$ cat src/rtl/elevator_scan_ctrl_pkg.sv
// Shared types and constants for the SCAN elevator controller.
package elevator_scan_ctrl_pkg;

  typedef enum logic [1:0] {
    StIdle = 2'b00,
    StMove = 2'b01,
    StDoor = 2'b10
  } state_e;

  localparam logic DirUp = 1'b1;
  localparam logic DirDn = 1'b0;

  function automatic logic [4:0] popcount16(input logic [15:0] v);
    logic [4:0] n;
    n = '0;
    for (int i = 0; i < 16; i++) begin
      n = n + {4'b0, v[i]};
    end
    return n;
  endfunction

endpackage

$ cat src/rtl/elevator_scan_ctrl_door_timer.sv
// Door dwell down-counter: restart loads CYCLES-1, then counts to zero and holds.
module elevator_scan_ctrl_door_timer #(
  parameter int unsigned CYCLES = 8
) (
  input  logic Clk,
  input  logic Reset,
  input  logic restart,
  output logic zero
);

  localparam int unsigned TW = $clog2(CYCLES + 1);
  localparam logic [TW-1:0] LoadVal = TW'(CYCLES - 1);

  logic [TW-1:0] cnt_q, cnt_d;

  always_comb begin
    cnt_d = cnt_q;
    if (restart) begin
      cnt_d = LoadVal;
    end else if (cnt_q != '0) begin
      cnt_d = cnt_q - TW'(1);
    end
  end

  always_ff @(posedge Clk) begin
    if (!Reset) begin
      cnt_q <= '0;
    end else begin
      cnt_q <= cnt_d;
    end
  end

  assign zero = (cnt_q == '0);

endmodule

$ cat src/rtl/elevator_scan_ctrl.sv
// N-floor elevator controller: latches cabin/hall calls and serves them in SCAN order
// with a timed door dwell gated by the ready input.
module elevator_scan_ctrl
  import elevator_scan_ctrl_pkg::*;
#(
  parameter int unsigned FLOORS      = 4,
  parameter int unsigned DOOR_CYCLES = 8,
  localparam int unsigned FW         = $clog2(FLOORS)
) (
  input  logic              Clk,
  input  logic              Reset,
  input  logic [FLOORS-1:0] Ireq,
  input  logic [FLOORS-1:0] Ereq,
  input  logic [FLOORS-1:0] Sens,
  input  logic              R,
  output logic              M,
  output logic              D,
  output logic              P,
  output logic              W,
  output logic              S,
  output logic [FW-1:0]     Floor,
  output logic [FLOORS-1:0] Pend
);

  state_e            state_q, state_d;
  logic              dir_q, dir_d;
  logic [FW-1:0]     floor_q, floor_d;
  logic [FLOORS-1:0] pend_q, pend_d;
  logic              s_q;

  logic [FLOORS-1:0] req, clr, here_mask;
  logic [FW-1:0]     sens_idx;
  logic              sens_valid;
  logic              above, below, ahead, behind;
  logic              req_here, stop, timer_load, mask_here, timer_zero;

  assign req        = Ireq | Ereq;
  assign sens_valid = (popcount16(16'(Sens)) == 5'd1);
  assign req_here   = req[floor_q];

  always_comb begin
    sens_idx = '0;
    for (int i = 0; i < FLOORS; i++) begin
      if (Sens[i]) sens_idx = FW'(i);
    end
  end

  always_comb begin
    above = 1'b0;
    below = 1'b0;
    for (int i = 0; i < FLOORS; i++) begin
      if (pend_q[i] && (FW'(i) > floor_q)) above = 1'b1;
      if (pend_q[i] && (FW'(i) < floor_q)) below = 1'b1;
    end
  end

  assign ahead  = (dir_q == DirUp) ? above : below;
  assign behind = (dir_q == DirUp) ? below : above;

  always_comb begin
    state_d    = state_q;
    dir_d      = dir_q;
    clr        = '0;
    stop       = 1'b0;
    timer_load = 1'b0;
    mask_here  = 1'b0;
    unique case (state_q)
      StIdle: begin
        if (pend_q[floor_q]) begin
          state_d      = StDoor;
          clr[floor_q] = 1'b1;
          stop         = 1'b1;
          timer_load   = 1'b1;
        end else if (ahead) begin
          state_d = StMove;
        end else if (behind) begin
          state_d = StMove;
          dir_d   = (dir_q == DirUp) ? DirDn : DirUp;
        end
      end
      StMove: begin
        if (sens_valid && pend_q[sens_idx]) begin
          state_d       = StDoor;
          clr[sens_idx] = 1'b1;
          stop          = 1'b1;
          timer_load    = 1'b1;
        end else if (sens_valid &&
                     (((sens_idx == '0) && (dir_q == DirDn)) ||
                      ((sens_idx == FW'(FLOORS - 1)) && (dir_q == DirUp)))) begin
          // Reached the end of the shaft with nothing to serve there.
          state_d = StIdle;
        end
      end
      StDoor: begin
        // A call for this floor re-opens the dwell instead of queueing; beats closing.
        if (req_here) begin
          timer_load = 1'b1;
          mask_here  = 1'b1;
        end else if (timer_zero && R) begin
          state_d = StIdle;
        end
      end
      default: state_d = StIdle;
    endcase
  end

  always_comb begin
    here_mask          = '0;
    here_mask[floor_q] = mask_here;
    pend_d             = (pend_q | req) & ~clr & ~here_mask;
    floor_d            = sens_valid ? sens_idx : floor_q;
  end

  always_ff @(posedge Clk) begin
    if (!Reset) begin
      state_q <= StIdle;
      dir_q   <= DirUp;
      floor_q <= '0;
      pend_q  <= '0;
      s_q     <= 1'b0;
    end else begin
      state_q <= state_d;
      dir_q   <= dir_d;
      floor_q <= floor_d;
      pend_q  <= pend_d;
      s_q     <= stop;
    end
  end

  elevator_scan_ctrl_door_timer #(
    .CYCLES (DOOR_CYCLES)
  ) u_door_timer (
    .Clk     (Clk),
    .Reset   (Reset),
    .restart (timer_load),
    .zero    (timer_zero)
  );

  assign M     = (state_q == StMove);
  assign P     = (state_q == StDoor);
  assign W     = P && !timer_zero;
  assign D     = dir_q;
  assign S     = s_q;
  assign Floor = floor_q;
  assign Pend  = pend_q;

endmodule
$ cat config.mk
export PLATFORM = sky130hd
export DESIGN_NAME = elevator_scan_ctrl
export DESIGN_NICKNAME = d
export VERILOG_FILES = /design/src/rtl/elevator_scan_ctrl_pkg.sv /design/src/rtl/elevator_scan_ctrl_door_timer.sv /design/src/rtl/elevator_scan_ctrl.sv
export SDC_FILE = /design/constraint.sdc
export NUM_CORES = 1
export LEC_CHECK = 0
export CAP_MARGIN = 15
export CORE_AREA = 2 2 47 49
export DETAILED_ROUTE_END_ITERATION = 6
export DIE_AREA = 0 0 49 51
export GPL_ROUTABILITY_DRIVEN = 1
export PLACE_DENSITY_LB_ADDON = 0.3
export SYNTH_ARGS = -nofsm -noshare
export SYNTH_HDL_FRONTEND = slang
export SYNTH_SLANG_ARGS = --single-unit
$ cat constraint.sdc
create_clock -name Clk -period 3.8 [get_ports Clk]
set_input_delay 0.38 -clock Clk [delete_from_list [all_inputs] [get_ports Clk]]
set_output_delay 0.38 -clock Clk [all_outputs]
set_load 0.1 [all_outputs]
==> metrics.cfg <==
[global_routing]
grt_start_max_net_pins=13
grt_pass1_wl_mm=3.93
grtUsageTotal_pct=20.6
grt_pass1_vias=909
antenna_found_initial=0
grt-ovfl-total=0

[clocking]
holdBufCountCts=0
cts_tree=done
post_cts_buffers=0
cts_max_level=1
cts_resized=0
clkTransAtPathRegs_ns=0.09
insertion_delay_ns=0.29
clockBufferDepth=2
cts_buffers=3
clockRootBuffer=clkbuf_4
clock-sinks=14

[worst_setup_path]
worstPathArrival_ns=2.97
slowest_stage=clkdlybuf4s50_1
critical_path_buf_inv_count=3
r2r_cells=4
end_kind=flip-flop
r2r_start=Floor[0]$_SDFFE_PN0P_
r2r-end=D$_SDFFE_PN1P_
slowest_delay_ns=0.61
worstSetupPathType=in2reg
critPathMaxFanout=7
cp_top_family=adder cells
startpoint_type=input pin
reg2reg_slack_ns=1.94
required_ns=3.97
critical_path.cell_chain=clkdlybuf4s50_1 > inv_1 > fa_1 > inv_1 > ha_1 > ha_1 > nor3b_2 > and2_1 > a21boi_2 > and3_1

[timing]
rsz0062_at_grt=false
whs_ns=0.628
period_share_pct=73.6
fin_setup_tns_ns=0
finalHoldViolations=0
fmax_mhz=358
slew_viol_final=0
finalCriticalPeriod_ns=2.80
relSlewSlack_pct=34.9
finClkSkew_ns=0.0131
worstMarginPinSlew_ns=0.974
setup_viol=0

[layout]
regArea_um2=280
multiInputGateArea_um2=601
finish.utilization_pct=59.4
antenna_cells=0
drive_gt1_share_pct=6.77
area_delta_synth_final_pct=30.5
nets=155
layout.cell_area.non_filler_mm2=0.00123
fillerInstances=191

[hold_path]
holdPathEnd=D$_SDFFE_PN1P_
hold_class=reg2reg
hold_path_startpoint=D$_SDFFE_PN1P_
hold_depth=2

[die]
die-area_mm2=0.00250
core_mm2=0.00206
fp.dieW_um=49
rows=17
start_util_pct=45.5
fp.dieH_um=51
ios=26

[drt]
final_antenna_net_count=0
drtIter0Drc=19
drc=0
viasPerCell=5.64
wirelength_mm=2.28
wl_per_cell_um=14.1
vias=908
firstDrtPassIters=4

[synth]
synth_seq_cells=14
synth_flop_cell=dfxtp_1
yosys_warnings=0
syn_nets=128
yosysTopAreaCellShare_pct=29.8
synth.most_common_cell=dfxtp_1
synth_edf_count=0
ys_types=45
synth_common_cells=dfxtp_1, nor2_1, inv_1
synthCells=108
synth.area.top_cells=dfxtp_1, ha_1, nor2_1
syn_area_um2=940
synth_top_area_cell=dfxtp_1
syn_area_per_cell_um2=8.70
yosysSeqAreaShare_pct=29.8
async_flop_share_pct=0

[placed_design]
port-buffer-count=25
dpl-instance-area_mm2=0.00120
dpl.hpwl_mm=1.81
place_congestion=0.843

[flow_run]
max_cap_violations=0

[pwr]
power.density_mw_per_mm2=691
ir_drop_mv=0.433
p_leak_nw=0.505

[status]
status=finished, final reports clean

report_power, final:
group / leakage, nW / total, mW / internal (mW) / switching [mW]
clock: 0.0138 / 0.0838 / 0.0368 / 0.0470
combinational: 0.375 / 0.530 / 0.185 / 0.346
sequential: 0.116 / 0.234 / 0.188 / 0.0456
per-stage QoR:
stage                     setup WS [ns]  instances  power, mW
after floorplan                    1.41        108      0.645
after global placement            0.789        158      0.753
after detailed placement          0.704        158      0.764
after CTS                         0.982        161      0.848
after global routing              0.882        161      0.894
final                              1.00        161      0.848
worst min-delay path: stages (launching register included):
cell and delay [ns]:
dfxtp_1 0.37, o21ai_0 0.10, a41oi_1 0.11
cell type report:
cell class	instances	area share [%]
Inverter	10	3.06
Tap cell	28	2.86
Clock buffer	3	1.84
Timing Repair Buffer	25	20.4
Sequential cell	14	22.9
Multi-Input combinational cell	81	49.0
cell families after synthesis:
kind of cell	synth area share (%)
XOR/XNOR	1.86
flip-flops	29.8
AND/OR/NAND/NOR	21.0
adder cells (fa/ha/maj)	7.46
buffers and inverters	6.26
multiplexers	6.92
AO/OA/AOI/OAI	26.6
how the worst max path moves through the flow:
stage / from / to / slack (ns) / depth (start not counted)
6_report: Sens[3] / u_door_timer.cnt_q[3]$_SDFFE_PP0P_ / 1.00 / 10
5_1_grt: Sens[3] / S$_SDFF_PN0_ / 0.88 / 10
4_1_cts: u_door_timer.cnt_q[0]$_SDFFE_PN0P_ / W / 0.98 / 5
3_5_place_dp: Sens[3] / Pend[0]$_SDFF_PN0_ / 0.70 / 10
3_3_place_gp: Sens[3] / Pend[1]$_SDFF_PN0_ / 0.79 / 10
2_1_floorplan: Floor[0]$_SDFFE_PN0P_ / D$_SDFFE_PN1P_ / 1.41 / 5
sequential cells by signal, summed over array words and instances (netlist names):
register            flops
Floor                   2
Pend                    4
D                       1
state_q                 2
S                       1
u_door_timer.cnt_q      4
placed cells by master, fill, tap and decap left out, types with 2 or more instances in the layout:
cell,Yosys,final
a21o_1,2,2
and2_1,2,2
nand2_1,3,3
mux2i_1,2,2
a221oi_1,2,2
and3_1,2,2
and3b_1,2,2
nor3_1,3,3
nor2_1,12,12
a211oi_1,3,3
ha_1,4,4
a21oi_1,2,2
inv_1,9,9
a31oi_1,6,6
o31ai_1,3,3
nand2b_1,4,4
dfxtp_1,14,14
o21ai_0,3,3
clkdlybuf4s50_1,0,25
or3_1,2,2
clkbuf_4,0,3
o21bai_1,2,2
routing by layer:
metal / GRT usage, % / wire length [um] / up-vias
met1: 25.1 / 1000 / 419
li1: - / - / 450
met4: 7.62 / 23 / 0
met5: 0 / 0 / -
met2: 36.8 / 1130 / 36
met3: 3.22 / 126 / 3
No activity file was read; power rests on OpenSTA's default activity.
